==> src/rtl/datapath_sequencer_pkg.sv <==
// -----------------------------------------------------------------------------
// datapath_sequencer_pkg
// Shared definitions for the register-file datapath sequencer:
//   - datapath geometry (NREG general registers, W-bit data)
//   - sequencer state encoding
//   - opcode constants and the legal-opcode check
//   - bus source encodings
//   - instruction-register field positions
// -----------------------------------------------------------------------------
package datapath_sequencer_pkg;

  localparam int NREG = 4;  // fixed by the 2-bit register fields
  localparam int W    = 8;  // width of the controlled datapath (no W-wide logic here)

  typedef enum logic [1:0] {
    ST_IDLE = 2'd0,
    ST_T1   = 2'd1,
    ST_T2   = 2'd2,
    ST_T3   = 2'd3
  } state_t;

  localparam logic [2:0] OP_CLR = 3'b000;
  localparam logic [2:0] OP_LDI = 3'b001;
  localparam logic [2:0] OP_MOV = 3'b010;
  localparam logic [2:0] OP_ADD = 3'b011;
  localparam logic [2:0] OP_SUB = 3'b100;

  typedef enum logic [1:0] {
    BUS_NONE = 2'b00,
    BUS_EXT  = 2'b01,
    BUS_REG  = 2'b10,
    BUS_G    = 2'b11
  } bus_sel_t;

  // Instruction fields: [7:5] opcode, [4:3] Rx, [2:1] Ry, [0] reserved.
  localparam int IR_OP_MSB = 7;
  localparam int IR_OP_LSB = 5;
  localparam int IR_RX_MSB = 4;
  localparam int IR_RX_LSB = 3;
  localparam int IR_RY_MSB = 2;
  localparam int IR_RY_LSB = 1;

  // ADD and SUB are the only instructions that need the accumulator/G path.
  function automatic logic is_alu_op(input logic [2:0] op);
    return (op == OP_ADD) || (op == OP_SUB);
  endfunction

endpackage

==> src/rtl/datapath_sequencer_if.sv <==
// -----------------------------------------------------------------------------
// datapath_sequencer_if
// Instruction handshake plus datapath control bundle.
//   master : instruction issuer / datapath (drives start, instr; observes controls)
//   slave  : the sequencer (observes start, instr; drives handshake and controls)
// Signals:
//   start, instr              instruction valid and 8-bit instruction
//   ready, done, err          handshake / completion / illegal-opcode pulse
//   reg_load, reg_clear       one-hot per-register strobes
//   a_load, g_load, alu_op    accumulator / G loads and ALU operation (1 = sub)
//   bus_sel, rout_sel         bus source and register index for BUS_REG
// -----------------------------------------------------------------------------
interface datapath_sequencer_if;
  import datapath_sequencer_pkg::*;

  logic            start;
  logic [7:0]      instr;
  logic            ready;
  logic            done;
  logic            err;
  logic [NREG-1:0] reg_load;
  logic [NREG-1:0] reg_clear;
  logic            a_load;
  logic            g_load;
  logic            alu_op;
  logic [1:0]      bus_sel;
  logic [1:0]      rout_sel;

  modport master (
    output start, instr,
    input  ready, done, err, reg_load, reg_clear,
           a_load, g_load, alu_op, bus_sel, rout_sel
  );

  modport slave (
    input  start, instr,
    output ready, done, err, reg_load, reg_clear,
           a_load, g_load, alu_op, bus_sel, rout_sel
  );
endinterface

==> src/rtl/datapath_sequencer_reg_sel_decoder.sv <==
// -----------------------------------------------------------------------------
// reg_sel_decoder
// 2-to-4 one-hot decoder with enable; used for the register load and clear
// strobe vectors.
//   i_en      enable; output is all-zero when low
//   i_sel     register index
//   o_onehot  one-hot strobe vector
// -----------------------------------------------------------------------------
module reg_sel_decoder
  import datapath_sequencer_pkg::*;
(
  input  logic            i_en,
  input  logic [1:0]      i_sel,
  output logic [NREG-1:0] o_onehot
);

  assign o_onehot = i_en ? (NREG'(1) << i_sel) : '0;

endmodule

==> src/rtl/datapath_sequencer.sv <==
// -----------------------------------------------------------------------------
// datapath_sequencer
// Multi-cycle controller for a 4-register datapath with accumulator A, ALU
// result register G and a shared bus. One instruction is accepted per
// start&&ready handshake and executed over 1-3 cycles; done pulses in the
// final cycle, err pulses instead for an illegal opcode.
//   clk    rising-edge clock
//   rst_n  asynchronous active-low reset
//   bus    slave side of datapath_sequencer_if (handshake + control outputs)
// All outputs are decoded from the registered state and IR only.
// -----------------------------------------------------------------------------
module datapath_sequencer
  import datapath_sequencer_pkg::*;
(
  input  logic                 clk,
  input  logic                 rst_n,
  datapath_sequencer_if.slave  bus
);

  state_t     r_state;
  state_t     w_next_state;
  logic [7:1] r_ir;          // reserved bit 0 is never stored

  logic [2:0]      w_op;
  logic [1:0]      w_rx;
  logic [1:0]      w_ry;
  logic            w_accept;
  logic            w_load_en;
  logic            w_clear_en;
  logic [NREG-1:0] w_reg_load;
  logic [NREG-1:0] w_reg_clear;

  assign w_op     = r_ir[IR_OP_MSB:IR_OP_LSB];
  assign w_rx     = r_ir[IR_RX_MSB:IR_RX_LSB];
  assign w_ry     = r_ir[IR_RY_MSB:IR_RY_LSB];
  assign w_accept = (r_state == ST_IDLE) && bus.start;

  // State and instruction register.
  // NOTE: sequential state uses non-blocking assignments so every flop samples
  // pre-edge values regardless of process ordering.
  always_ff @(posedge clk or negedge rst_n) begin
    if (!rst_n) begin
      r_state <= ST_IDLE;
      r_ir    <= '0;
    end else begin
      r_state <= w_next_state;
      if (w_accept) begin
        r_ir <= bus.instr[7:1];
      end
    end
  end

  // Next-state logic.
  // NOTE: the default assignment at the top of each combinational block
  // guarantees every path drives every output, so no latch is inferred.
  always_comb begin
    w_next_state = r_state;
    unique case (r_state)
      ST_IDLE: if (bus.start) w_next_state = ST_T1;
      ST_T1:   w_next_state = is_alu_op(w_op) ? ST_T2 : ST_IDLE;
      ST_T2:   w_next_state = ST_T3;
      ST_T3:   w_next_state = ST_IDLE;
      default: w_next_state = ST_IDLE;
    endcase
  end

  // Output decode (Moore: state + IR only).
  always_comb begin
    bus.ready    = (r_state == ST_IDLE);
    bus.done     = 1'b0;
    bus.err      = 1'b0;
    bus.a_load   = 1'b0;
    bus.g_load   = 1'b0;
    bus.alu_op   = 1'b0;
    bus.bus_sel  = BUS_NONE;
    bus.rout_sel = 2'b00;
    w_load_en    = 1'b0;
    w_clear_en   = 1'b0;

    unique case (r_state)
      ST_T1: begin
        unique case (w_op)
          OP_CLR: begin
            w_clear_en = 1'b1;
            bus.done   = 1'b1;
          end
          OP_LDI: begin
            bus.bus_sel = BUS_EXT;
            w_load_en   = 1'b1;
            bus.done    = 1'b1;
          end
          OP_MOV: begin
            bus.bus_sel  = BUS_REG;
            bus.rout_sel = w_ry;
            w_load_en    = 1'b1;
            bus.done     = 1'b1;
          end
          OP_ADD, OP_SUB: begin
            // First operand (Rx) into the accumulator.
            bus.bus_sel  = BUS_REG;
            bus.rout_sel = w_rx;
            bus.a_load   = 1'b1;
          end
          default: bus.err = 1'b1;
        endcase
      end
      ST_T2: begin
        // Second operand (Ry) on the bus; G captures A op bus.
        bus.bus_sel  = BUS_REG;
        bus.rout_sel = w_ry;
        bus.g_load   = 1'b1;
        bus.alu_op   = (w_op == OP_SUB);
      end
      ST_T3: begin
        bus.bus_sel = BUS_G;
        w_load_en   = 1'b1;
        bus.done    = 1'b1;
      end
      default: ;
    endcase
  end

  // The destination is always Rx, so both strobe vectors share one select.
  reg_sel_decoder u_load_dec (
    .i_en     (w_load_en),
    .i_sel    (w_rx),
    .o_onehot (w_reg_load)
  );

  reg_sel_decoder u_clear_dec (
    .i_en     (w_clear_en),
    .i_sel    (w_rx),
    .o_onehot (w_reg_clear)
  );

  assign bus.reg_load  = w_reg_load;
  assign bus.reg_clear = w_reg_clear;

endmodule

==> src/flat_wrapper.sv <==
// flat-port wrapper written by rule: the top's interface ports become plain ports
module datapath_sequencer_flat import datapath_sequencer_pkg::*;
  (clk, rst_n, bus_start, bus_instr, bus_ready, bus_done, bus_err, bus_reg_load, bus_reg_clear, bus_a_load, bus_g_load, bus_alu_op, bus_bus_sel, bus_rout_sel);
  datapath_sequencer_if bus_i ();
  input  logic clk;
  input  logic rst_n;
  input wire logic [$bits(bus_i.start)-1:0] bus_start;
  input wire logic [$bits(bus_i.instr)-1:0] bus_instr;
  output wire logic [$bits(bus_i.ready)-1:0] bus_ready;
  output wire logic [$bits(bus_i.done)-1:0] bus_done;
  output wire logic [$bits(bus_i.err)-1:0] bus_err;
  output wire logic [$bits(bus_i.reg_load)-1:0] bus_reg_load;
  output wire logic [$bits(bus_i.reg_clear)-1:0] bus_reg_clear;
  output wire logic [$bits(bus_i.a_load)-1:0] bus_a_load;
  output wire logic [$bits(bus_i.g_load)-1:0] bus_g_load;
  output wire logic [$bits(bus_i.alu_op)-1:0] bus_alu_op;
  output wire logic [$bits(bus_i.bus_sel)-1:0] bus_bus_sel;
  output wire logic [$bits(bus_i.rout_sel)-1:0] bus_rout_sel;
  assign bus_i.start = bus_start;
  assign bus_i.instr = bus_instr;
  assign bus_ready = bus_i.ready;
  assign bus_done = bus_i.done;
  assign bus_err = bus_i.err;
  assign bus_reg_load = bus_i.reg_load;
  assign bus_reg_clear = bus_i.reg_clear;
  assign bus_a_load = bus_i.a_load;
  assign bus_g_load = bus_i.g_load;
  assign bus_alu_op = bus_i.alu_op;
  assign bus_bus_sel = bus_i.bus_sel;
  assign bus_rout_sel = bus_i.rout_sel;
  datapath_sequencer u_core (.clk(clk), .rst_n(rst_n), .bus(bus_i));
endmodule
==> config.mk <==
export PLATFORM = sky130hd
export DESIGN_NAME = datapath_sequencer_flat
export DESIGN_NICKNAME = d
export VERILOG_FILES = /design/src/rtl/datapath_sequencer_pkg.sv /design/src/rtl/datapath_sequencer_if.sv /design/src/rtl/datapath_sequencer_reg_sel_decoder.sv /design/src/rtl/datapath_sequencer.sv /design/src/flat_wrapper.sv
export SDC_FILE = /design/constraint.sdc
export NUM_CORES = 1
export LEC_CHECK = 0
export CAP_MARGIN = 20
export CORE_MARGIN = 4
export CORE_UTILIZATION = 35
export DETAILED_ROUTE_END_ITERATION = 7
export PLACE_DENSITY = 0.73
export SYNTH_ARGS = -nofsm -noshare
export SYNTH_HDL_FRONTEND = slang
export SYNTH_SLANG_ARGS = --single-unit
export TNS_END_PERCENT = 50
==> constraint.sdc <==
create_clock -name clk -period 1.5 [get_ports clk]
set_input_delay 0.3 -clock clk [delete_from_list [all_inputs] [get_ports clk]]
set_output_delay 0.3 -clock clk [all_outputs]
set_load 0.05 [all_outputs]
==> results of run 1 <==
[per-stage QoR]
stage / hold slack (ps) / std cells / setup WS, ps
3_3_place_gp: 483 / 125 / -277
3_5_place_dp: 488 / 125 / -319
4_1_cts: 349 / 135 / -451
2_1_floorplan: 4.41 / 66 / -204
[cells by family after synthesis]
logic type	count (synthesis)
buffers and inverters	6
DFF	9
adders and majority gates	4
xor gates and xnor gates	1
AOI/OAI and AO/OA	9
muxes	8
and+or+nand+nor	29
[cell usage after synthesis, drive strengths merged]
cell | instances | area, sq um
nand2b | 2 | 12.5
and4b | 1 | 10.0
xor2 | 1 | 8.76
dfrtp | 9 | 225
a21oi | 2 | 13.8
mux2 | 7 | 78.8
and2b | 1 | 10.0
a2111oi | 1 | 15.0
nor3 | 4 | 25.0
o22ai | 2 | 12.5
nor2 | 10 | 40.0
ha | 4 | 50.1
nor2b | 1 | 6.26
and3 | 1 | 7.51
nand2 | 9 | 36.3
a31oi | 4 | 31.3
inv | 6 | 22.5
mux2i | 1 | 10.0
[repair_timing]
action / in CTS
hold endpoints to repair: 0
buffers inserted: 6
endpoints found under the setup margin: 25
gates resized for setup: 40
pin swaps: 9
==> results summary, run 1 <==
The tool reported: "[ERROR DPL-0033] detailed placement checks failed during check placement". The maximum number of pins on one net before global-route repair came out at 10. The die span in x is 49.9 microns. When the netlist entered floorplanning its net count stood at 81. The share of the synthesized area in compound gates (AO/OA/AOI/OAI) is 0.118.

The share of the Yosys chip area taken by registers is 0.366. When the last timing repair stopped, the worst path ended at bus_rout_sel[0]. The number of instances in the synthesized netlist is 66. The mux contribution to synthesized area came out at 0.144. The post-synthesis share of cell area spent on full adders, half adders and majority gates came out at 0.0813. After clock tree synthesis, the flow added hold-fix buffers numbering 0. The dominant combinational cell family by area after synthesis is simple AND/OR/NAND/NOR gates. The initial utilization of the core area, before any placement, comes to 0.390.

The unique cell type count in the Yosys netlist came out at 24. The count of clock tree sinks came out at 9. The post-synthesis xor/xnor area fraction is 0.0142. The global placer's final weighted congestion is 0.801. A synthesized cell averages 9.33 sq um. The maximum count of clock buffers along a single path is 2. The run stopped with a tool error.

The height of the die came out at 49.9 microns. The number of H-tree branching levels is 1. The count of input and output buffers is 27. The netlist area before placement is 616 sq um. The run ended at 5_1_grt. The number of buffers inserted during clock tree synthesis is 3.

The cell area after placement came out at 0.00122 sq mm. The total number of placement rows came out at 14. The kind of endpoint with the least setup slack is a primary output.

The flip-flop and latch count after synthesis is 9. The number of top-level pins is 29. The number of antenna violations at the first check in global routing came out at 0. In this run the clock root is driven by a sky130_fd_sc_hd__clkbuf_4. The Yosys step of the flow raised 0 warnings. The wire-length estimate of the detail-placed layout is 1370 microns. The simple-gate share of the synthesized area came out at 0.240.
==> run 2: changes to the inputs <==
Settings changed: CORE_AREA set to 4 4 65 67, CORE_MARGIN 4 to not set, CORE_UTILIZATION 35 to not set, DIE_AREA set to 0 0 69 71, PLACE_DENSITY 0.73 to not set, PLACE_DENSITY_LB_ADDON set to 0.15.
Clock period 1.5 ns to 2 ns, I/O delays scaled along.
==> results summary, run 2 <==
The number of vias per cell is 3.95. The maximum count of clock buffers along a single path is 2. The run finished, with violations left. Subtracting the final worst setup slack from the clock period gives 2010 ps. The post-synthesis cell type with the largest combined area is sky130_fd_sc_hd__dfrtp_1. For this run, the leading register cell type out of synthesis is sky130_fd_sc_hd__dfrtp_1. The via count of the first global-routing pass came out at 628. Hold timing on the final database bottoms out at a slack of 472 ps. Counting cells, the worst reg-to-reg path comes to 4. The number of H-tree branching levels came out at 1. The final reports fail on setup timing. The DRC violation count after routing came out at 0. The area share of the largest cell type after synthesis came out at 0.366. The net count of the finished layout came out at 118. The average wire per cell in the routed design came out at 11.2 microns. The kind of cell with the highest combined delay along the critical path is flip-flops.

Setup repair after global routing could not meet its margin everywhere. The worst register-to-register path begins at u_core.r_state[0]. In the final layout, the share of cells above drive strength 1 is 0.529. The area added between synthesis and finish is 113%. The detailed placer's ending HPWL came out at 1320 microns. The number of instances in the synthesized netlist is 66. 29 I/O pins were placed. The met2 usage came out at 0.115.

Of all nets on the critical path, the largest fanout is 4. The tool flagged a number of max-cap violations equal to 0. The mux contribution to synthesized area came out at 0.144.

For met3 alone, demand over resource in global routing was 0.0199. In the layout the commonest cells are sky130_fd_sc_hd__buf_12 (16), sky130_fd_sc_hd__clkdlybuf4s50_1 (9), sky130_fd_sc_hd__nand2_1 (7), sky130_fd_sc_hd__dfrtp_1 (7), sky130_fd_sc_hd__buf_4 (6). For this run, the number of standard cells in the final layout without fillers is 150. The height of the die came out at 71 microns.

Entering global routing, the biggest net connects 10 pins. Sorting the synthesized cells by area gives the leading types as sky130_fd_sc_hd__dfrtp_1 (37%), sky130_fd_sc_hd__mux2_2 (9.1%), sky130_fd_sc_hd__ha_1 (8.1%). The kind of launch point of the worst setup path is a flop.

The via count is 592. The remaining antenna violation count after routing came out at 0. The arrival time reported for the critical path endpoint is 1610 ps. The tightest slew margin relative to the limit came out at 0.725. The die is 69 microns wide. After floorplanning, the core was divided into 22 placement rows. The count of flip-flops with a built-in enable after synthesis is 0. The final count of negative-setup-slack endpoints came out at 1. The slew at the pin closest to its max-slew limit is 410 ps.

The slack of the critical path came out at -9.60 ps. The final worst-path cycle share is 1.00. The worst register-to-register path has a setup slack of 360 ps. The unique cell type count in the Yosys netlist came out at 24. The worst setup path is captured at an output pin.

After synthesis, the largest family of logic cells by area is simple AND/OR/NAND/NOR gates. The total area inside the core boundary comes to 0.00363 sq mm. The endpoint of the most critical register-to-register path is u_core.r_ir[1]. The share of the synthesized area in compound gates (AO/OA/AOI/OAI) came out at 0.118. The mapped netlist covers 616 sq um. The critical path buffer and inverter count is 2. The number of diodes is 0. For this run, the slowest stage of the critical path takes 380 ps. The global-route track usage on met1 is 0.0862. The die outline area is 0.00490 sq mm. met2 is the most crowded layer. The number of warnings issued by yosys is 0. The setup skew after layout came out at 2.93 ps.

Static timing analysis puts the maximum clock frequency at 498 MHz. The total global routing overflow came out at 0. The number of antenna violations at the first check in global routing came out at 0. The post-synthesis net count is 81. The iteration-0 DRC count of the detailed router came out at 12.

The global placer's final weighted congestion is 0.686. The routed design has 1680 microns of wire. The fraction of registers with async set or reset after synthesis came out at 1.00.

The required time of the critical path came out at 1600 ps. The cell count after placement came out at 142. The mean area per synthesized cell is 9.33 sq um. The effective utilization at floorplan came out at 0.169. Across every metal layer, demand over resource in global routing totals 0.0707.

TritonCTS built the clock tree. The sequential-to-total area share from yosys stat came out at 0.366. The commonest cells after synthesis are sky130_fd_sc_hd__dfrtp_1 (9), sky130_fd_sc_hd__nor2_1 (9), sky130_fd_sc_hd__nand2_1 (8).

The largest individual stage delay along the critical path comes from the cell sky130_fd_sc_hd__dfrtp_1. Of the total synthesized cell area, the portion taken by XOR and XNOR cells is 0.0142. The library cell used most frequently in the layout, excluding fill and tap cells, is sky130_fd_sc_hd__buf_12. The count of clock tree sinks is 9.

The CTS root buffer is sky130_fd_sc_hd__clkbuf_8. The worst setup path is of the reg2out kind. The count of final hold-check violations is 0. Traced cell by cell, the critical path runs through inv_2 > ha_4 > and4b_1 > a31oi_4 > o22ai_2 > buf_12. Counting the buffers created by CTS gives 3.

The count of input and output buffers is 27. The pre-antenna-repair detailed-routing pass consisted of 4 iterations. The wire length of the first global-routing pass came out at 2840 microns.

Clock-pin slew was measured on the worst setup and hold paths at 40 ps. The flip-flop and latch count after synthesis came out at 9. The post-synthesis share of cell area spent on full adders, half adders and majority gates is 0.0813.

In this run the worst hold path is classified as in2async. The final max-slew violation count is 0. The clock insertion delay at the later pin of the skew report came out at 230 ps. Of the total synthesized cell area, the portion taken by AND, OR, NAND and NOR gates is 0.240.
-- run 2: cell counts after synthesis --
No cell type changed its count.
-- run 2: cells by family after synthesis --
group | count (synthesis)
DFF | 9
xor gates and xnor gates | 1
AOI/OAI and AO/OA | 9
and+or+nand+nor | 29
adders and majority gates | 4
buffers and inverters | 6
muxes | 8
-- run 2: worst max path at each step --
| stage | start | endpoint | slack, ps | depth (start not counted) |
|---|---|---|---|---|
| final | flop | bus_rout_sel[1] | -10 | 6 |
| after global routing | flop | bus_rout_sel[1] | -80 | 6 |
| after detailed placement | flop | bus_rout_sel[1] | 110 | 6 |
| after floorplan | flop | bus_reg_clear[1] | -60 | 5 |
| after CTS | flop | bus_rout_sel[1] | -10 | 6 |
| after global placement | flop | bus_rout_sel[1] | 100 | 6 |
-- run 2: timing repair --
item                                    4_1_cts  5_1_grt
endpoints found under the setup margin       11       13
hold buffers                                  0        0
pin swaps                                     2        0
gates resized for setup                      15        4
setup buffers                                 3        1
-- run 2: worst reg2reg max path, delay by kind of cell, from the launching register on --
kind	cells	cell delay [ps]
muxes	1	360
buffers and inverters	1	140
DFF	1	420
adders and majority gates	1	400
and+or+nand+nor	1	210
-- run 2: through the flow --
step                       util  TNS [ps]  worst slack (ps)  instance area [sq um]
after floorplan               -      -266             -56.5                    647
after global placement    0.314         0               103                   1140
after detailed placement  0.314         0               110                   1140
after CTS                 0.353     -12.6             -12.6                   1280
after global routing      0.361      -474             -78.8                   1310
final                     0.361     -9.60             -9.60                   1310
-- run 2: area by class of cell --
type | count | area (sq um)
fill | 376 | 2320
multi-input combinational | 51 | 488
timing repair buffer | 32 | 467
sequential | 9 | 228
tap | 48 | 60.1
clock buffer | 4 | 45.0
inverter | 6 | 22.5
-- run 2: per-layer routing --
layer / wire (microns) / part of all wire / up-vias
met2: 794 / 0.47 / 18
met4: 0 / 0 / 0
met5: 0 / 0 / -
met1: 799 / 0.48 / 274
li1: - / - / 300
met3: 85 / 0.051 / 0
Power of run 2 is not shown: default switching activity piles up to over one toggle a cycle in this logic, so the estimate is an artifact.
==> run 3: changes to the inputs <==
Settings changed: CORE_AREA 4 4 65 67 to 2 2 63 65, DIE_AREA 0 0 69 71 to 0 0 65 67, SYNTH_HIERARCHICAL set to 1.
==> results summary, run 3 <==
Leaving out fill and tap cells, the most frequent cell in the layout is sky130_fd_sc_hd__buf_12. The slowest stage of the critical path belongs to the cell sky130_fd_sc_hd__dfrtp_1. The mean area per synthesized cell is 9.69 sq um. The count of fill cells added during filler insertion is 352.

The count of flip-flops with a built-in enable after synthesis is 0. Synthesis produced a netlist whose cell count is 63. The total global routing overflow is 0. The final max-slew violation count is 0.

The count of input and output buffers came out at 27. The final core utilization is 0.384. The global placer's final weighted congestion came out at 0.761. Setup total negative slack on the finished layout was measured at -133 ps. The largest incremental delay on the critical path came out at 370 ps.

Measured against its own limit, the worst slew margin works out to 0.734. Wires add up to 1720 microns. By count the netlist is led by sky130_fd_sc_hd__dfrtp_1 (9), sky130_fd_sc_hd__nand2_1 (8), sky130_fd_sc_hd__inv_1 (7), sky130_fd_sc_hd__mux2_1 (7), sky130_fd_sc_hd__a31oi_1 (5). In the final layout, flip-flops and latches occupy 225 sq um. The cell that appears most often on the critical path is sky130_fd_sc_hd__buf_6. The switching fraction of total power came out at 0.473. The total number of placement rows came out at 22. In the global route stage, overall resource usage came out at 0.0923. The slew at the pin closest to its max-slew limit is 397 ps.

The fraction of registers with async set or reset after synthesis is 1.00. Across the routed clock network, the largest skew measured is 0.575 ps. The detailed placer's ending HPWL is 1380 microns.

The post-synthesis cell type with the largest combined area is sky130_fd_sc_hd__dfrtp_1. The worst hold path belongs to the class in2async. The maximum count of clock buffers along a single path is 2.

The required time of the critical path came out at 1600 ps. The number of warnings issued by yosys came out at 6. The clock share of power came out at 0.076. The sort of element at the end of the critical path is an output pin. The final count of negative-setup-slack endpoints is 5. The via count is 601. The maximum fanout count along the critical path is 5. The via count of the first global-routing pass is 616. STA classifies the critical path startpoint as a flop. The combinational fraction of design power is 0.752.

The net switching power is 1.25 mW. Setup repair after global routing could not meet its margin everywhere. The sequential fraction of design power is 0.172. The top achievable clock speed is 484 MHz. The number of buffers inserted during clock tree synthesis is 3.

In the synthesized netlist the dominant register cell turns out to be sky130_fd_sc_hd__dfrtp_1. The clock insertion delay at the later pin of the skew report came out at 230 ps. The unique cell type count in the Yosys netlist came out at 20. The area of the multi-input gates came out at 507 sq um. Clock-pin slew was measured on the worst setup and hold paths at 40 ps.

The die is 67 microns tall. In the post-synthesis netlist, the biggest area contributors are sky130_fd_sc_hd__dfrtp_1 (37%), sky130_fd_sc_hd__mux2_1 (13%), sky130_fd_sc_hd__ha_1 (8.2%). The register-to-register setup slack came out at 510 ps. The number of search-and-repair iterations in the first detailed-routing pass came out at 4. The final worst-path cycle share is 1.03.

The final critical path time including I/O delays and setup came out at 2070 ps. After detailed routing, the number of vias per cell comes to 3.93. The checks that failed: setup timing. The number of top-level pins is 29. The total design power is 2.63 mW. In this run the standard cell core region covers 0.00361 sq mm.

The netlist area before placement is 611 sq um. The flow ran to the end, but the final reports show violations. The count of final hold-check violations is 0. The number of max-cap violations is 0.

The floorplan step defined a die boundary enclosing 0.00436 sq mm. Of the synthesized area, sequential elements account for 0.369. The arrival time reported for the critical path endpoint came out at 1670 ps. The remaining antenna violation count after routing is 0.

Setup slack on the critical path of the routed design comes to -68.1 ps. The average wire per cell in the routed design came out at 11.2 microns. The critical path is of the reg2out type. The tree is rooted in a sky130_fd_sc_hd__clkbuf_8.

0 antenna diodes ended up in the layout. The total internal power is 1.39 mW. The number of antenna violations at the first check in global routing is 0.

The area share of the largest cell type after synthesis came out at 0.369. The post-synthesis net count came out at 78. OpenSTA, run right after detailed placement, puts the worst setup slack at -78.4 ps. In the layout the commonest cells are sky130_fd_sc_hd__buf_12 (15), sky130_fd_sc_hd__clkdlybuf4s50_1 (9), sky130_fd_sc_hd__dfrtp_1 (9), sky130_fd_sc_hd__buf_4 (8). For this configuration, the core starts out at a cell density of 0.169. The area added between synthesis and finish came out at 127%. The die span in x is 65 microns. The iteration-0 DRC count of the detailed router is 6. After detailed routing, the number of remaining DRC violations is 0. The number of H-tree branching levels is 1. The maximum VDD drop is 0.000533 V.

TritonCTS built the clock tree. The critical path goes through inv_2 > ha_4 > buf_6 > nor4bb_4 > a31oi_2 > buf_6 > a31oi_4 > buf_12. The first global-routing pass estimated 2930 microns of wire. Entering global routing, the biggest net connects 11 pins. The count of hold buffers inserted by post-cts repair came out at 0.

The net count of the finished layout came out at 121. The flip-flop and latch count after synthesis is 9. The standby leakage power came out at 0.594 nW. The leading cell type by number of instances after synthesis is sky130_fd_sc_hd__dfrtp_1. The power per standard cell area came out at 1900 mW/mm^2.

The share of cells above drive strength 1 is 0.524. The count of clock tree sinks came out at 9.
==> run 3: cell types whose count changed after synthesis, moves of 2 or more <==
cell / delta
sky130_fd_sc_hd__a31oi_1: +2
sky130_fd_sc_hd__and3b_1: +4
sky130_fd_sc_hd__nor3_1: -3
sky130_fd_sc_hd__mux2_1: +5
sky130_fd_sc_hd__nand2b_1: -2
sky130_fd_sc_hd__nor3b_2: +2
sky130_fd_sc_hd__nor2_1: -5
sky130_fd_sc_hd__mux2_2: -5
==> run 3: repair_timing <==
action / in CTS / in global routing
gates resized for setup: 19 / 8
endpoints found under the setup margin: 12 / 14
pin swaps: 5 / 3
gates cloned: 0 / 0
buffers inserted: 2 / 1
==> run 3: worst max-delay path: cells and delay by family (launching register included) <==
kind,cells,cell delay [ps]
DFF,1,370
buffers and inverters,4,500
and+or+nand+nor,1,210
AOI/OAI and AO/OA,2,240
adders and majority gates,1,130
==> run 3: cells by family after synthesis <==
logic type,after synthesis,synth area share
AO/OA/AOI/OAI,9,0.0881
adder cells (fa/ha/maj),4,0.0820
multiplexers,8,0.145
AND/OR/NAND/NOR,25,0.258
buffers and inverters,7,0.0430
XOR/XNOR,1,0.0143
flip-flops,9,0.369
==> run 3: final cells by class <==
class / instances / share of cell area
Timing Repair Buffer: 38 / 0.374
Sequential cell: 9 / 0.163
Inverter: 7 / 0.0208
Multi-Input combinational cell: 47 / 0.366
Clock buffer: 4 / 0.0325
Tap cell: 48 / 0.0434
==> run 3: per-layer routing <==
layer,vias to the layer above,routed length [microns],global-route usage
met2,18,864,0.149
li1,305,-,-
met1,274,721,0.109
met4,0,44,0.0718
met3,4,86,0.0135
met5,-,0,0
==> run 3: per-stage QoR <==
| stage | hold slack [ps] | instance area, sq um | instances |
|---|---|---|---|
| final | 469 | 1380 | 153 |
| after CTS | 475 | 1350 | 152 |
| after floorplan | 104 | 662 | 63 |
| after global placement | 492 | 1190 | 146 |
| after global routing | 508 | 1380 | 153 |
| after detailed placement | 497 | 1190 | 146 |
==> run 3: power groups by stage <==
stage | combinational (mW) | sequential [mW] | clock, mW
after floorplan | 1.00 | 0.382 | 0
after global placement | 1.71 | 0.408 | 0
after detailed placement | 1.72 | 0.411 | 0
after CTS | 1.94 | 0.447 | 0.211
after global routing | 2.12 | 0.481 | 0.223
final | 1.98 | 0.453 | 0.200
==> run 3: worst paths after layout <==
| kind | endpoint | cells after the start |
|---|---|---|
| worst max-delay path | bus_bus_sel[1] | 8 |
| worst min-delay path | u_core/r_ir[3] | 1 |
| worst min register to register | u_core/r_ir[2] | 1 |
| worst max register to register | u_core/r_ir[4] | 6 |
| max in group asynchronous | u_core/r_state[0] | 1 |
| min in group clk | u_core/r_ir[2] | 1 |
No activity file was read; power rests on OpenSTA's default activity.
==> run 4: changes to the inputs <==
Settings changed: PLACE_DENSITY_LB_ADDON 0.15 to not set.
==> results summary, run 4 (synthesis gave the netlist of run 3 again) <==
TritonCTS created 3 clock buffers. The root buffer cell chosen for the clock tree is sky130_fd_sc_hd__clkbuf_8. The top cell types in the final layout, fill and taps aside, are sky130_fd_sc_hd__buf_12 (17), sky130_fd_sc_hd__clkdlybuf4s50_1 (9), sky130_fd_sc_hd__buf_4 (9), sky130_fd_sc_hd__dfrtp_1 (9), sky130_fd_sc_hd__mux2_1 (7). The number of max-cap violations came out at 0. Power spread over the standard cell area amounts to 1900 mW/mm^2. The global routing's busiest layer is met2. The slack of the critical path is -90.0 ps. After detailed routing, the average wire length per cell comes to 11.7 microns. The largest incremental delay on the critical path is 390 ps. The total global routing track utilization came out at 0.0865.

Entering global routing, the biggest net connects 11 pins. The arrival time reported for the critical path endpoint came out at 1690 ps. The switching fraction of total power came out at 0.475.

The final max-slew violation count came to 0. The final core utilization is 0.390. In this run the deepest clock path goes through 2 buffers. IR analysis of the VDD net gives a maximum drop of 0.000695 V. The total design power is 2.67 mW.

The worst hold path belongs to the class in2async. The cell count after placement came out at 146. The number of top-level pins came out at 29. By instance count, the cell type seen most on the critical path is sky130_fd_sc_hd__buf_6. The area added between synthesis and finish came out at 130%.

The total negative slack came out at -403 ps. Measured along the x axis, the die boundary spans 65 microns. The die outline area is 0.00436 sq mm. The tightest slew margin relative to the limit came out at 0.734. The wire length of the first global-routing pass came out at 2840 microns. On the critical path, the stage with the largest delay is an instance of sky130_fd_sc_hd__dfrtp_1. STA puts the critical path data required time at 1600 ps.

The clock insertion delay at the later pin of the skew report came out at 230 ps. The via count of the first global-routing pass is 619. The effective utilization at floorplan is 0.169. The final reports fail on setup timing. The total global routing overflow came out at 0.

The clock drives 9 sinks. For this run, design rule violations remaining after detail routing come to 0. The combinational fraction of design power is 0.754. The total number of placement rows is 22. The iteration-0 DRC count of the detailed router is 8. The internal power of the cells totals 1.40 mW. The number of H-tree branching levels is 1. The met2 usage came out at 0.162. The number of antenna violations at the first check in global routing came out at 0. The via count is 609.

TritonCTS built the clock tree. The global-route track usage on met1 came out at 0.0916. The floorplan core area came out at 0.00361 sq mm. The congestion estimate from routability-driven global placement came to 0.781. Leaving out fill and tap cells, the most frequent cell in the layout is sky130_fd_sc_hd__buf_12.

In this run the power spent charging and discharging nets is 1.27 mW. STA classifies the critical path endpoint as an output pin. Port buffering added 27 buffers. The remaining antenna violation count after routing is 0.

Setup violations remaining at the end of the flow were counted as 9. The number of vias per cell came out at 3.95. The number of search-and-repair iterations in the first detailed-routing pass came out at 3. The worst slack after detailed placement came out at -122 ps. The final critical path time including I/O delays and setup came out at 2090 ps.

The total wirelength of the detailed-routed design is 1800 microns. The count of hold buffers inserted by post-cts repair is 0. The count of fill cells added during filler insertion is 349. The height of the die came out at 67 microns.

The clock share of power is 0.076. Setup repair after global routing could not meet its margin everywhere. The final worst-path cycle share came out at 1.04. In the final design database the tool counted 122 nets.

The sequential fraction of design power is 0.169. The worst setup path is launched from a flop. The maximum fanout count along the critical path came out at 5. Summed over all nets, the half-perimeter wirelength after detailed placement is 1360 microns. The count of final hold-check violations came to 0. The kind of critical path is reg2out. The setup skew after layout came out at 3.20 ps. The clock-pin slew on the worst setup and hold paths came out at 40 ps. The number of cells in the finished layout apart from fillers came out at 154. The top achievable clock speed is 478 MHz. Of the cells placed in the final design, the portion with a size suffix greater than 1 is 0.557. The standby leakage power came out at 0.598 nW. The number of diodes came out at 0.

The flow ran to the end, but the final reports show violations. The fraction of met3 tracks used by global routing came out at 0.0135. At the pin with the least slew margin, the transition time is 399 ps.

Walking the worst path, the cells encountered are inv_2 > ha_4 > buf_6 > nor4bb_4 > a31oi_2 > buf_6 > a31oi_4 > buf_12.
==> run 4: cell count changes in the layout (fill, tap and decap cells not counted), moves of 2 or more <==
cell                      delta
sky130_fd_sc_hd__ha_2        +2
sky130_fd_sc_hd__and3b_1     -2
sky130_fd_sc_hd__buf_6       -2
sky130_fd_sc_hd__and3b_2     +2
sky130_fd_sc_hd__buf_12      +2
==> run 4: final timing paths <==
| kind | end | depth (start not counted) | start | slack, ps |
|---|---|---|---|---|
| max in group asynchronous | u_core/r_ir[6] | 1 | rst_n | 1260 |
| hold / removal | u_core/r_ir[1] | 1 | rst_n | 460 |
| setup reg to reg | u_core/r_ir[3] | 5 | u_core/r_state[0] | 400 |
| min in group clk | u_core/r_ir[1] | 1 | u_core/r_ir[1] | 500 |
| hold reg to reg | u_core/r_ir[1] | 1 | u_core/r_ir[1] | 500 |
| setup / recovery | bus_bus_sel[1] | 8 | flop | -90 |
==> run 4: per-layer routing <==
metal  wire, microns  part of all wire  vias up
li1                -                 -      305
met3              81             0.045        2
met5               0                 0        -
met2             933              0.52       15
met4               8            0.0044        0
met1             777              0.43      287
==> run 4: power groups by stage <==
stage	Combinational, mW	Clock (mW)	Sequential, mW
after floorplan	1.00	0	0.382
after global placement	1.74	0	0.398
after detailed placement	1.77	0	0.410
after CTS	1.99	0.213	0.445
after global routing	2.11	0.226	0.468
final	2.01	0.204	0.452
==> run 4: final cells by class <==
class | instances | area [sq um] | area share
Timing Repair Buffer | 39 | 543 | 0.386
Multi-Input combinational cell | 47 | 505 | 0.360
Sequential cell | 9 | 225 | 0.160
Tap cell | 48 | 60.1 | 0.0427
Clock buffer | 4 | 45.0 | 0.0321
Inverter | 7 | 26.3 | 0.0187
==> run 4: timing repair <==
item | CTS | global route
buffers inserted | 4 | 0
resized for setup | 21 | 7
setup endpoints to repair | 12 | 14
pin swaps | 7 | 0
==> run 4: metrics by stage <==
stage	cell area [sq um]	hold slack [ps]
6_report	1410	462
3_5_place_dp	1220	493
4_1_cts	1380	472
3_3_place_gp	1220	480
2_1_floorplan	662	104
5_1_grt	1410	498
==> run 4: critical path, delay by kind of cell, from the launching register on <==
kind,cells,cell delay [ps]
adders and majority gates,1,140
buffers and inverters,4,500
AOI/OAI and AO/OA,2,220
DFF,1,390
and+or+nand+nor,1,230
==> variant 1: new RTL, config.mk and constraints of run 2 <==
The 4 states of `state_t` get a one-hot encoding in 4 bits.
--- a/src/rtl/datapath_sequencer_pkg.sv
+++ b/src/rtl/datapath_sequencer_pkg.sv
@@ -13,9 +13,9 @@
   localparam int W    = 8;  // width of the controlled datapath (no W-wide logic here)
 
-  typedef enum logic [1:0] {
-    ST_IDLE = 2'd0,
-    ST_T1   = 2'd1,
-    ST_T2   = 2'd2,
-    ST_T3   = 2'd3
+  typedef enum logic [3:0] {
+    ST_IDLE = 4'b0001,
+    ST_T1   = 4'b0010,
+    ST_T2   = 4'b0100,
+    ST_T3   = 4'b1000
   } state_t;
 
Check against the original RTL: no difference found for any inputs over 10 cycles, from zero or initial values and one cycle with rst_n low; not proved beyond that.
==> variant 1 against run 2 <==
The run still ends with negative setup slack left. Fmax shrank 12%. Cell count is 6.0% higher. Wire length grew 17%. Largest cell class is now buffers. Register-to-register slack worse by 0.11 ns. Critical endpoint is now bus_reg_load[3]. Die area unchanged. Synthesized area grew 6.9%. Sequential share of layout area up 1.6 points. Critical path depth shrank 2. Final area is 12% higher. Sequential cell count rose by 2. Worst setup slack got worse by 0.27 ns. Utilization up 4.2 points.
==> variant 1: results <==
group,metric,value,unit
status,outcome,"finished, violations left",
status,violations,"negative setup slack",
global_routing,grt_pass1_vias,757,
detailed_routing,wl_per_cell,12.4,µm
global_routing,met3_usage,0.0227,
placement,dp_slack,-0.0609,ns
timing,clock_skew,0.00432,ns
global_routing,use_met2,0.155,
detailed_routing,first_iter_violations,14,
placement,place_congestion,0.682,
synth,yosysSeqAreaShare,0.420,
layout,drive_gt1_frac,0.622,
synth,synth.avg_cell_area,9.97,µm²
placement,hpwl,1.60,mm
global_routing,gr-usage-all-layers,0.0861,
synth,synthTopCellsByArea,"dfrtp_1, mux2_2, nor2_1",
worst_setup_path,max_stage_delay,0.53,ns
synth,ys_types,25,
global_routing,grt_pass1_wl,3.42,mm
detailed_routing,wl_met1,815,µm
detailed_routing,highest_layer,"met4",
placement,placed_area,0.00134,mm²
layout,nets,123,
timing,setup_viol,16,
detailed_routing,dr_wl_met2,1.04,mm
pwr,ir_drop,543,µV
worst_setup_path,critPathTopFamily,"simple AND/OR/NAND/NOR gates",
detailed_routing,firstDrtPassIters,2,
detailed_routing,via_per_inst,4.16,
timing,relSlewSlack,0.669,
worst_setup_path,cp_slowest_cell,"or4b_4",
synth,ys_top_cells_by_count,"dfrtp_1, nor2_1, mux2_2",
worst_setup_path,rr_startpoint,"u_core.r_state[1]$_DFFE_PN0P_",
layout,nFillCells,362,
global_routing,grt_start_max_net_pins,12,
global_routing,grt.met1_usage,0.0972,
timing,setup_ws,-0.283,ns
placement,dp.cells,152,
synth,synth_seq_cells,11,
[variant 1: cell count changes after synthesis, sizes merged, moves of 4 or more]
cell,run 2,this run
ha,4,0
nand2,9,4
nor4b,0,4
o21ai,0,5
a31oi,4,0
inv,6,1
[variant 1: repair_timing]
action | CTS | global route
resized for setup | 6 | 5
setup buffers | 3 | 0
endpoints found under the setup margin | 16 | 17
pin swaps | 10 | 6
[variant 1: cell families after synthesis]
kind of cell | synth area share
AND/OR/NAND/NOR | 0.319
XOR/XNOR | 0.0133
flip-flops | 0.420
buffers and inverters | 0.0114
AO/OA/AOI/OAI | 0.101
multiplexers | 0.135
[variant 1: layout make-up]
type	instances	area, µm²	share of cell area
clock inverters	1	5.00	0.00342
flip-flops and latches	11	278	0.190
well taps	48	60.1	0.0410
multi-input cells	53	513	0.350
repair buffers	42	563	0.385
inverters	1	3.75	0.00256
clock buffers	3	41.3	0.0282
[variant 1: final timing paths]
path                                                 endpoint  slack [ns]  cells after the start
worst max-delay path                          bus_reg_load[3]       -0.28                      4
worst min register to register     u_core.r_ir[1]$_DFFE_PN0P_        0.54                      1
min in group clk                   u_core.r_ir[1]$_DFFE_PN0P_        0.54                      1
max in group asynchronous       u_core.r_state[1]$_DFFE_PN0P_        1.15                      1
worst min-delay path               u_core.r_ir[1]$_DFFE_PN0P_        0.49                      1
worst max register to register     u_core.r_ir[7]$_DFFE_PN0P_        0.25                      5
[variant 1: worst reg2reg max path: stages (launching register included)]
cell     delay, ns
dfrtp_2       0.41
buf_4         0.14
buf_4         0.15
nor4b_4       0.38
nand2_2       0.24
mux2_2        0.32
[variant 1: metrics by stage]
step | TNS, ns | power [µW]
floorplan | -2.91 | 945
global placement | -0.238 | 1290
detailed placement | -0.225 | 1310
CTS | -2.82 | 1590
global route | -3.84 | 1710
finish | -2.67 | 1610
==> variant 2: new RTL, flow settings as in run 2 <==
Without the edit above. Make the reset (`rst_n`) synchronous in one clocked block. Comments in the files are not updated.
--- a/src/rtl/datapath_sequencer.sv
+++ b/src/rtl/datapath_sequencer.sv
@@ -39,5 +39,5 @@
   // NOTE: sequential state uses non-blocking assignments so every flop samples
   // pre-edge values regardless of process ordering.
-  always_ff @(posedge clk or negedge rst_n) begin
+  always_ff @(posedge clk) begin
     if (!rst_n) begin
       r_state <= ST_IDLE;
Check against the original RTL: differs if rst_n is asserted again (counterexample within 4 cycles, from zero or initial values and one cycle with rst_n low); with rst_n held inactive, the same outputs for 10 cycles.
==> variant 2 against run 2 <==
Final area down 2.3%. Clock skew is 0.0014 ns lower. Worst setup slack improved by 0.028 ns. Sequential cell count unchanged. Wire length is 14% higher. Synthesized cell count increased by 39%. Synthesized area rose by 11%. Global-route usage rose by 1.3 points. Critical path type unchanged. Largest cell class unchanged.
Power is left out: it rests on default switching activity, and per cell area and clock period it moved more than threefold.
==> variant 2: results <==
group,metric,value,unit
detailed_routing,routed_wl,1.91,mm
layout,nets,140,
worst_setup_path,worstPathArrival,1.58,ns
placement,placed_area,0.00114,mm²
layout,drive_gt1_frac,0.435,
layout,nFillCells,409,
global_routing,grt_start_max_net_pins,13,
global_routing,gr-usage-all-layers,0.0837,
timing,clock_skew,0.00157,ns
global_routing,grt_pass1_vias,722,
status,outcome,"finished, final reports clean",
clock_tree,path_clk_slew,0.04,ns
synth,async_reset_ff_frac,0,
placement,hpwl,1.56,mm
synth,synth_ff_type,"dfxtp_1",
placement,place_congestion,0.731,
detailed_routing,firstDrtPassIters,2,
timing,relSlewSlack,0.774,
synth,synthTopCellsByArea,"dfxtp_1, nand2_1, ha_1",
synth,ys_top_cells_by_count,"nand2_1, nor2_1, a21oi_1, dfxtp_1, inv_1",
synth,ys_types,30,
detailed_routing,vias,733,
global_routing,grt_pass1_wl,3.36,mm
worst_hold_path,hold_class,"reg -> reg",
synth,yosysSeqAreaShare,0.264,
## variant 2: routing by layer
metal | global-route usage | up-vias | share of wire
li1 | - | 383 | -
met1 | 0.102 | 322 | 0.47
met2 | 0.141 | 25 | 0.47
met3 | 0.0213 | 3 | 0.046
met4 | 0.0325 | 0 | 0.012
met5 | 0 | - | 0
## variant 2: cell families (layout without fill, tap and decap cells)
family	after synthesis	in the layout	share of synthesized area
buffers and inverters	13	45	0.106
xor gates and xnor gates	1	1	0.0128
DFF	9	9	0.264
and+or+nand+nor	43	43	0.325
AOI/OAI and AO/OA	22	22	0.218
adders and majority gates	4	4	0.0734
## variant 2: worst max-delay path, cell delays in order (launching register included)
cell	delay [ns]
dfxtp_4	0.34
inv_2	0.05
ha_1	0.18
and2b_2	0.25
a31oi_4	0.22
a31oi_2	0.13
buf_12	0.17
## variant 2: final timing paths
check | from | endpoint | slack [ns] | depth (start not counted)
max | flip-flop | bus_bus_sel[1] | 0.02 | 6
min | u_core.r_ir[1]$_SDFFE_PN0P_ | u_core.r_ir[1]$_SDFFE_PN0P_ | 0.47 | 2
max reg2reg | u_core.r_state[0]$_SDFFE_PN0P_ | flip-flop | 0.63 | 6
min reg2reg | u_core.r_ir[1]$_SDFFE_PN0P_ | u_core.r_ir[1]$_SDFFE_PN0P_ | 0.47 | 2
## variant 2: what timing repair did
| action | CTS | global route |
|---|---|---|
| gates cloned | 0 | 0 |
| pin swaps | 1 | 1 |
| hold buffers | 0 | 0 |
| endpoints found under the hold margin | 0 | 0 |
| setup buffers | 2 | 0 |
| resized for setup | 13 | 7 |
| setup endpoints to repair | 3 | 12 |
## variant 2: cell type report
cell class	count	share of cell area
Multi-Input combinational cell	70	0.411
Timing Repair Buffer	33	0.338
Sequential cell	9	0.146
Tap cell	48	0.0469
Clock buffer	4	0.0352
Inverter	8	0.0235
## variant 2: stage by stage
stage | worst slack [ns] | utilization | instances | hold slack, ns | TNS (ns)
2_1_floorplan | -0.333 | - | 92 | 0.437 | -1.29
3_3_place_gp | 0.0650 | 0.313 | 166 | 0.470 | 0
3_5_place_dp | 0.0401 | 0.313 | 166 | 0.473 | 0
4_1_cts | 0.00318 | 0.345 | 172 | 0.479 | 0
5_1_grt | -0.0468 | 0.352 | 172 | 0.499 | -0.123
6_report | 0.0182 | 0.352 | 172 | 0.473 | 0
